### src/rtl/sram_axi_bridge.sv
// sram_axi_bridge
//   Bridges the core's SRAM-like instruction port (read-only) and data port
//   (read/write) onto a single AXI3 master carrying single-beat transfers.
//   Each port keeps at most one transaction in flight. The two ports may be
//   in flight at the same time and complete in either order.
//
// Ports
//   clk, resetn            clock, synchronous active-low reset
//   inst_*                 instruction request / addr_ok / rdata / data_ok
//   data_*                 data request / addr_ok / rdata / data_ok
//   ar*, r*                shared read address / read data channels
//   aw*, w*, b*            write address / write data / write response
//
// Channel FSM (one instance per port)
//   state  | meaning
//   IDLE   | no request outstanding; addr_ok may be given
//   ADDR   | request latched; AR (or AW+W) being presented on the bus
//   RESP   | waiting for R/B; done_q marks the one-cycle data_ok pulse
module sram_axi_bridge #(
    parameter logic [3:0] INST_ID = 4'd0,
    parameter logic [3:0] DATA_ID = 4'd1
) (
    input  logic        clk,
    input  logic        resetn,

    input  logic        inst_req,
    input  logic [31:0] inst_addr,
    output logic        inst_addr_ok,
    output logic [31:0] inst_rdata,
    output logic        inst_data_ok,

    input  logic        data_req,
    input  logic        data_wr,
    input  logic [3:0]  data_wstrb,
    input  logic [31:0] data_addr,
    input  logic [2:0]  data_size,
    input  logic [31:0] data_wdata,
    output logic        data_addr_ok,
    output logic [31:0] data_rdata,
    output logic        data_data_ok,

    output logic [3:0]  arid,
    output logic [31:0] araddr,
    output logic [2:0]  arsize,
    output logic        arvalid,
    input  logic        arready,

    input  logic [3:0]  rid,
    input  logic [31:0] rdata,
    input  logic        rvalid,
    output logic        rready,

    output logic [31:0] awaddr,
    output logic [2:0]  awsize,
    output logic        awvalid,
    input  logic        awready,

    output logic [31:0] wdata,
    output logic [3:0]  wstrb,
    output logic        wvalid,
    input  logic        wready,

    input  logic        bvalid,
    output logic        bready
);

    typedef enum logic [1:0] {
        S_IDLE = 2'd0,
        S_ADDR = 2'd1,
        S_RESP = 2'd2
    } chan_state_e;

    // instruction channel
    chan_state_e inst_state_q, inst_state_d;
    logic [31:0] inst_addr_q,  inst_addr_d;
    logic        inst_done_q,  inst_done_d;
    logic [31:0] inst_rdata_q, inst_rdata_d;

    // data channel
    chan_state_e data_state_q, data_state_d;
    logic        data_wr_q,    data_wr_d;
    logic [31:0] data_addr_q,  data_addr_d;
    logic [2:0]  data_size_q,  data_size_d;
    logic [3:0]  data_wstrb_q, data_wstrb_d;
    logic [31:0] data_wdata_q, data_wdata_d;
    logic        aw_done_q,    aw_done_d;
    logic        w_done_q,     w_done_d;
    logic        data_done_q,  data_done_d;
    logic [31:0] data_rdata_q, data_rdata_d;

    logic inst_ar;
    logic data_ar;
    logic ar_free;
    logic data_rd_cand;
    logic inst_rwait;
    logic data_rwait;
    logic r_hs;
    logic inst_r_hit;
    logic data_r_hit;
    logic aw_hs;
    logic w_hs;

    // ------------------------------------------------------------------
    // AR arbitration and request acceptance
    // ------------------------------------------------------------------
    assign inst_ar = (inst_state_q == S_ADDR);
    assign data_ar = (data_state_q == S_ADDR) && !data_wr_q;
    assign ar_free = !inst_ar && !data_ar;

    // A data read asking in the same cycle takes AR ahead of the inst port.
    assign data_rd_cand = data_req && !data_wr && (data_state_q == S_IDLE);

    // Gated by resetn so a request seen during reset is never acknowledged
    // and then lost when the FSMs are forced back to IDLE.
    assign data_addr_ok = resetn && data_req && (data_state_q == S_IDLE)
                          && (data_wr || ar_free);
    assign inst_addr_ok = resetn && inst_req && (inst_state_q == S_IDLE)
                          && ar_free && !data_rd_cand;

    // Only one channel can be in read ADDR at a time, so a simple mux works.
    assign arvalid = inst_ar || data_ar;
    assign arid    = inst_ar ? INST_ID     : DATA_ID;
    assign araddr  = inst_ar ? inst_addr_q : data_addr_q;
    assign arsize  = inst_ar ? 3'd2        : data_size_q;

    // ------------------------------------------------------------------
    // R routing
    // ------------------------------------------------------------------
    assign rready     = (inst_state_q == S_RESP)
                        || ((data_state_q == S_RESP) && !data_wr_q);
    assign inst_rwait = (inst_state_q == S_RESP) && !inst_done_q;
    assign data_rwait = (data_state_q == S_RESP) && !data_wr_q && !data_done_q;
    assign r_hs       = rvalid && rready;
    // Beats that match no waiting channel are taken and dropped.
    assign inst_r_hit = r_hs && (rid == INST_ID) && inst_rwait;
    assign data_r_hit = r_hs && (rid == DATA_ID) && data_rwait;

    // ------------------------------------------------------------------
    // Write channels
    // ------------------------------------------------------------------
    assign awvalid = (data_state_q == S_ADDR) && data_wr_q && !aw_done_q;
    assign wvalid  = (data_state_q == S_ADDR) && data_wr_q && !w_done_q;
    assign awaddr  = data_addr_q;
    assign awsize  = data_size_q;
    assign wdata   = data_wdata_q;
    assign wstrb   = data_wstrb_q;
    assign aw_hs   = awvalid && awready;
    assign w_hs    = wvalid && wready;
    assign bready  = (data_state_q == S_RESP) && data_wr_q && !data_done_q;

    assign inst_data_ok = inst_done_q;
    assign inst_rdata   = inst_rdata_q;
    assign data_data_ok = data_done_q;
    assign data_rdata   = data_rdata_q;

    // ------------------------------------------------------------------
    // Instruction channel next state
    // ------------------------------------------------------------------
    always_comb begin
        inst_state_d = inst_state_q;
        inst_addr_d  = inst_addr_q;
        inst_done_d  = inst_done_q;
        inst_rdata_d = inst_rdata_q;
        case (inst_state_q)
            S_IDLE: begin
                if (inst_addr_ok) begin
                    inst_addr_d  = inst_addr;
                    inst_state_d = S_ADDR;
                end
            end
            S_ADDR: begin
                if (arready) begin
                    inst_state_d = S_RESP;
                end
            end
            S_RESP: begin
                // done_q is the data_ok cycle; the channel stays out of
                // IDLE for it so a new request lands one cycle later.
                if (inst_done_q) begin
                    inst_done_d  = 1'b0;
                    inst_state_d = S_IDLE;
                end else if (inst_r_hit) begin
                    inst_done_d  = 1'b1;
                    inst_rdata_d = rdata;
                end
            end
            default: begin
                inst_state_d = S_IDLE;
                inst_done_d  = 1'b0;
            end
        endcase
    end

    // ------------------------------------------------------------------
    // Data channel next state
    // ------------------------------------------------------------------
    always_comb begin
        data_state_d = data_state_q;
        data_wr_d    = data_wr_q;
        data_addr_d  = data_addr_q;
        data_size_d  = data_size_q;
        data_wstrb_d = data_wstrb_q;
        data_wdata_d = data_wdata_q;
        aw_done_d    = aw_done_q;
        w_done_d     = w_done_q;
        data_done_d  = data_done_q;
        data_rdata_d = data_rdata_q;
        case (data_state_q)
            S_IDLE: begin
                if (data_addr_ok) begin
                    data_wr_d    = data_wr;
                    data_addr_d  = data_addr;
                    data_size_d  = data_size;
                    data_wstrb_d = data_wstrb;
                    data_wdata_d = data_wdata;
                    aw_done_d    = 1'b0;
                    w_done_d     = 1'b0;
                    data_state_d = S_ADDR;
                end
            end
            S_ADDR: begin
                if (data_wr_q) begin
                    aw_done_d = aw_done_q || aw_hs;
                    w_done_d  = w_done_q || w_hs;
                    if ((aw_done_q || aw_hs) && (w_done_q || w_hs)) begin
                        data_state_d = S_RESP;
                    end
                end else if (arready && !inst_ar) begin
                    data_state_d = S_RESP;
                end
            end
            S_RESP: begin
                if (data_done_q) begin
                    data_done_d  = 1'b0;
                    data_state_d = S_IDLE;
                end else if (data_wr_q) begin
                    if (bvalid) begin
                        data_done_d = 1'b1;
                    end
                end else if (data_r_hit) begin
                    data_done_d  = 1'b1;
                    data_rdata_d = rdata;
                end
            end
            default: begin
                data_state_d = S_IDLE;
                data_done_d  = 1'b0;
            end
        endcase
    end

    // ------------------------------------------------------------------
    // State registers
    // ------------------------------------------------------------------
    always_ff @(posedge clk) begin
        if (!resetn) begin
            inst_state_q <= S_IDLE;
            inst_addr_q  <= 32'd0;
            inst_done_q  <= 1'b0;
            inst_rdata_q <= 32'd0;
            data_state_q <= S_IDLE;
            data_wr_q    <= 1'b0;
            data_addr_q  <= 32'd0;
            data_size_q  <= 3'd0;
            data_wstrb_q <= 4'd0;
            data_wdata_q <= 32'd0;
            aw_done_q    <= 1'b0;
            w_done_q     <= 1'b0;
            data_done_q  <= 1'b0;
            data_rdata_q <= 32'd0;
        end else begin
            inst_state_q <= inst_state_d;
            inst_addr_q  <= inst_addr_d;
            inst_done_q  <= inst_done_d;
            inst_rdata_q <= inst_rdata_d;
            data_state_q <= data_state_d;
            data_wr_q    <= data_wr_d;
            data_addr_q  <= data_addr_d;
            data_size_q  <= data_size_d;
            data_wstrb_q <= data_wstrb_d;
            data_wdata_q <= data_wdata_d;
            aw_done_q    <= aw_done_d;
            w_done_q     <= w_done_d;
            data_done_q  <= data_done_d;
            data_rdata_q <= data_rdata_d;
        end
    end

endmodule

### config.mk
export PLATFORM = sky130hd
export DESIGN_NAME = sram_axi_bridge
export DESIGN_NICKNAME = d
export VERILOG_FILES = /design/src/rtl/sram_axi_bridge.sv
export SDC_FILE = /design/constraint.sdc
export NUM_CORES = 1
export LEC_CHECK = 0
export ABC_AREA = 1
export BUFFER_PORTS_ARGS = -buffer_cell sky130_fd_sc_hd__buf_4
export CORE_ASPECT_RATIO = 0.9
export CORE_MARGIN = 5
export CORE_UTILIZATION = 49
export DETAILED_ROUTE_END_ITERATION = 7
export GPL_TIMING_DRIVEN = 0
export MAX_ROUTING_LAYER = met4
export PLACE_DENSITY_LB_ADDON = 0.05
export SLEW_MARGIN = 10
export SYNTH_ARGS = -nofsm -noshare
export SYNTH_HDL_FRONTEND = slang
export SYNTH_SLANG_ARGS = --single-unit
### constraint.sdc
create_clock -name clk -period 1.9 [get_ports clk]
set_input_delay 0.095 -clock clk [delete_from_list [all_inputs] [get_ports clk]]
set_output_delay 0.095 -clock clk [all_outputs]
set_load 0.02 [all_outputs]
### After elaboration in Yosys (flattened, before gate mapping)

Cells that the tools add are included.

| cells by class | value |
|---|---|
| eq/ne operators | 13 |
| multiplexer cells | 26 |
| bitwise logic cells | 3 |
| reduce and logical (&&, ||, !) cells | 55 |

Operators by type and width:

| operator | number |
|---|---|
| $mux 32 | 1 |
| $logic_and 1x1->1 | 28 |
| $mux 2 | 8 |
| $ne 2x2->1 const B | 6 |
| $pmux 2 s3 | 2 |
| $mux 1 | 10 |
| $logic_not 1->1 | 9 |
| $reduce_and 3->1 | 3 |
| $pmux 1 s2 | 4 |
| $reduce_and 4->1 | 2 |
| $ne 3x2->1 const B | 2 |
| $logic_or 1x1->1 | 5 |
| $eq 2x1->1 const B | 2 |
| $eq 2x2->1 const B | 2 |
| $eq 4x1->1 const B | 1 |
| $logic_not 2->1 | 2 |
| $logic_not 4->1 | 1 |
| $reduce_and 2->1 | 2 |
| $reduce_or 2->1 | 2 |
| $mux 3 | 1 |
| $not 1->1 | 3 |
| $reduce_bool 2->1 | 1 |

| word-level totals | value |
|---|---|
| flip-flop bits (word level) | 176 |
| input bits | 149 |
| output and inout bits | 183 |
| logic and storage cells | 111 |

### Depth between registers and ports, before layout

| logic depth | value |
|---|---|
| depth after elaboration | 10 |
| gate-level depth with buffers | 10 |
| mapped depth without buffers | 9 |

### Worst setup path after synthesis

Ideal clock, no wire load.

| timing | value |
|---|---|
| path kind | reg2out |
| from | register inst_state_q[1] |
| to | output araddr[14] |
| data arrival time | 1.470 ns |
| data required time | 1.805 ns |
| setup slack | 0.335 ns |
| cell stages (with the launch flop) | 6 |
| buffers on the path | 2 |
| cell sequence | dfxtp_1 inv_1 nand2_1 buf_2 clkbuf_1 o21ai_0 |

| on the way | value |
|---|---|
| longest elaborated chain between the ends | 2 |

Ends and longest elaborated chain:

| element | line | text |
|---|---|---|
| start, declared | 74 | `chan_state_e inst_state_q, inst_state_d;` |
| start signal, assigned | 272 | `inst_state_q <= inst_state_d;` |
| $eq 2x1->1 | 106 | `assign inst_ar = (inst_state_q == S_ADDR);` |
| $mux 32 | 123 | `assign araddr = inst_ar ? inst_addr_q : data_addr_q;` |
| end, declared | 43 | `output logic [31:0] araddr,` |

Every way passes these cells.

### Worst setup path after layout

| timing | value |
|---|---|
| from | register inst_state_q[1] |
| to | output araddr[30] |

The elaborated chain is that of the path after synthesis.

==> flow_metrics.tcl <==
set metrics [dict create \
    status "completed" \
    fmax_ghz 0.538 \
    rows 40 \
    reg2reg_setup_slack_ns 0.11 \
    num_vias 8266 \
    hpwl_um 17600 \
    leakagePower_nw 5.47 \
    startpoint_type "flop" \
    setup_viol 0 \
    postSynthCellCount 893 \
    grt_max_degree 20 \
    area.growth.synth_to_final_pct 70.1 \
    drtIter0Drc 561 \
    finalCritPeriodShare_pct 97.9 \
    cts_tree "done" \
    coreArea_um2 13400 \
    fin_util_pct 85.7 \
    h-tree-depth 4 \
    grt.total_usage_pct 34.9 \
    min_path_type "input port to flop" \
    start_util_pct 50.4 \
    vdd_drop_max_mv 0.785 \
    routed_wl_um 28500 \
    cts-root-buf "clkbuf_16" \
    cp.arrival_ns 1.76 \
    io_pins 332 \
    rsz0062_at_grt "yes" \
    hold_viol_final 0 \
    port_buffers 328 \
    slew_viol_final 0 \
    post-route-min-period_ns 1.86 \
    p_per_area_nw_per_um2 843 \
    antenna_found_initial 0 \
    clock_skew_ns 0.00872 \
    clock_latency_ns 0.43 \
    grt_pass1_vias 8278 \
    drt_pass1_iterations 6 \
    synth_area_per_cell_um2 7.57 \
    synthesis.area_um2 6760 \
    fin_area_um2 11500 \
    antenna_left 0 \
    cp_max_fo 10 \
    clk_pin_slew_ns 0.07 \
    viasPerCell 5.28 \
    critPathKind "flop to output port" \
    grt_pass1_wl_um 43400 \
    slowest_delay_ns 0.32 \
    fin_nets 1534 \
    drcViolationCount 0 \
    end_kind "output port" \
    grt.overflow.total 0 \
    placed_area_um2 9440 \
    synth-seq-area-share_pct 52.1 \
    die_w_um 134 \
    total_power_mw 9.69 \
    die_h_um 121 \
    drive_above_1_share_pct 31.4 \
    synth_cell_types 27 \
    critPathRequiredTime_ns 1.80 \
    worst_slew_pin_slew_ns 0.523 \
    cts_sinks 176 \
    gp_congestion 0.872 \
    cts.path.max_buffers 2 \
    crit_chain "inv_1 > nand2_4 > clkbuf_1 > o21ai_0 > buf_4" \
    wl_per_cell_um 18.2 \
    cp_slowest_cell "o21ai_0" \
    die_area_um2 16200 \
    synth-seq-cells 176 \
    ys_warn_count 0 \
    nFillCells 757 \
    max-slew-margin-rel_pct 65.2 \
    numCtsBuffers 17 \
    cap_violations 0 \
]
==> critical path: cells and delay by family (launching register included) <==
family | cells | cell delay (ns)
simple gates | 1 | 0.11
flops | 1 | 0.31
compound gates | 1 | 0.32
buf+inv | 3 | 0.60
==> placed cells by master, fill, tap and decap left out, drive strengths merged <==
cell / netlist / layout
or2: 2 / 2
nand2: 201 / 201
o211ai: 1 / 1
nand3: 78 / 78
inv: 52 / 51
o21ai: 130 / 130
clkbuf: 27 / 48
clkinvlp: 0 / 3
nand4: 3 / 3
bufinv: 0 / 2
clkinv: 0 / 7
diode: 0 / 1
a21oi: 39 / 39
conb: 1 / 3
a31oi: 1 / 1
nor2: 143 / 143
nor3: 3 / 3
dlygate4sd3: 0 / 137
buf: 36 / 370
dfxtp: 176 / 176
==> final cells by class <==
cell class	instances	area (µm²)	share of cell area [%]
Timing Repair Buffer	473	3890	33.9
Sequential cell	176	3520	30.7
Multi-Input combinational cell	604	2700	23.5
Clock buffer	21	460	4.01
Buffer	61	383	3.33
Tap cell	168	210	1.83
Inverter	52	206	1.80
Clock inverter	11	114	0.991
Antenna cell	1	2.50	0.0218
==> cell families after synthesis <==
group	share of synthesized area [%]
flip-flops	52.1
buffers and inverters	8.24
AO/OA/AOI/OAI	12.8
other	0.0555
AND/OR/NAND/NOR	26.8
==> registers in the layout (all words and copies together) (netlist names) <==
| register | count |
|---|---|
| w_done_q | 1 |
| data_rdata | 32 |
| inst_data_ok | 1 |
| inst_addr_q | 32 |
| data_state_q | 2 |
| awaddr | 32 |
| awsize | 3 |
| aw_done_q | 1 |
| inst_rdata | 32 |
| inst_state_q | 2 |
| data_data_ok | 1 |
| data_wr_q | 1 |
| wstrb | 4 |
| wdata | 32 |
==> worst paths after layout <==
check,end,cells past startpoint,startpoint
setup / recovery,araddr[30],5,inst_state_q[1]
hold / removal,inst_rdata[27],3,rdata[27]
setup reg to reg,data_rdata[27],8,data_state_q[1]
hold reg to reg,inst_addr_q[8],2,inst_addr_q[8]
==> layer usage <==
metal	global-route usage (%)	up-vias	part of all wire [%]
met1	38.3	3847	37
li1	-	3854	-
met2	58.9	454	49
met4	17.6	0	4.9
met5	-	-	0
met3	9.12	111	9.3
==> synth_stat cells <==
cell type,number,area (µm²)
nand3_2,12,120
buf_6,9,101
clkbuf_2,6,30.0
dfxtp_1,176,3520
nor2_2,3,18.8
conb_1,1,3.75
or2_2,2,12.5
buf_4,4,30.0
buf_1,3,11.3
nand4_1,3,18.8
buf_2,19,95.1
buf_8,1,15.0
o21ai_1,5,25.0
nand2_4,1,11.3
a21oi_1,39,195
clkbuf_1,21,78.8
nand2_2,3,18.8
nand2_1,197,739
nor2_1,140,526
inv_2,5,18.8
nand3_1,66,330
o211ai_1,1,7.51
inv_1,47,176
a31oi_1,1,6.26
o21ai_2,1,8.76
o21ai_0,124,621
nor3_1,3,15.0
==> what timing repair did <==
action / CTS / global route
gates resized for setup: 15 / 19
endpoints found under the setup margin: 34 / 29
endpoints found under the hold margin: 169 / 0
pin swaps: 0 / 0
buffers inserted: 2 / 6
hold buffers: 137 / 0
==> through the flow <==
stage / setup TNS (ns) / setup WS (ns) / hold WS [ns] / cells
final: 0 / 0.0408 / 0.0241 / 1567
after detailed placement: 0 / 0.0588 / 0.292 / 1391
after global routing: -0.0504 / -0.0247 / 0.0431 / 1566
after CTS: 0 / 0.0213 / 0.000900 / 1560
after floorplan: 0 / 0.335 / 0.205 / 895
after global placement: 0 / 0.0827 / 0.290 / 1391
==> power by group <==
part | leakage, nW | internal [mW] | switching, mW | total (mW)
Sequential | 1.44 | 3.93 | 0.163 | 4.09
Combinational | 3.75 | 0.959 | 1.16 | 2.12
Clock | 0.282 | 2.00 | 1.48 | 3.48
Total | 5.47 | 6.88 | 2.81 | 9.69
(Power assumes the default switching activity.)
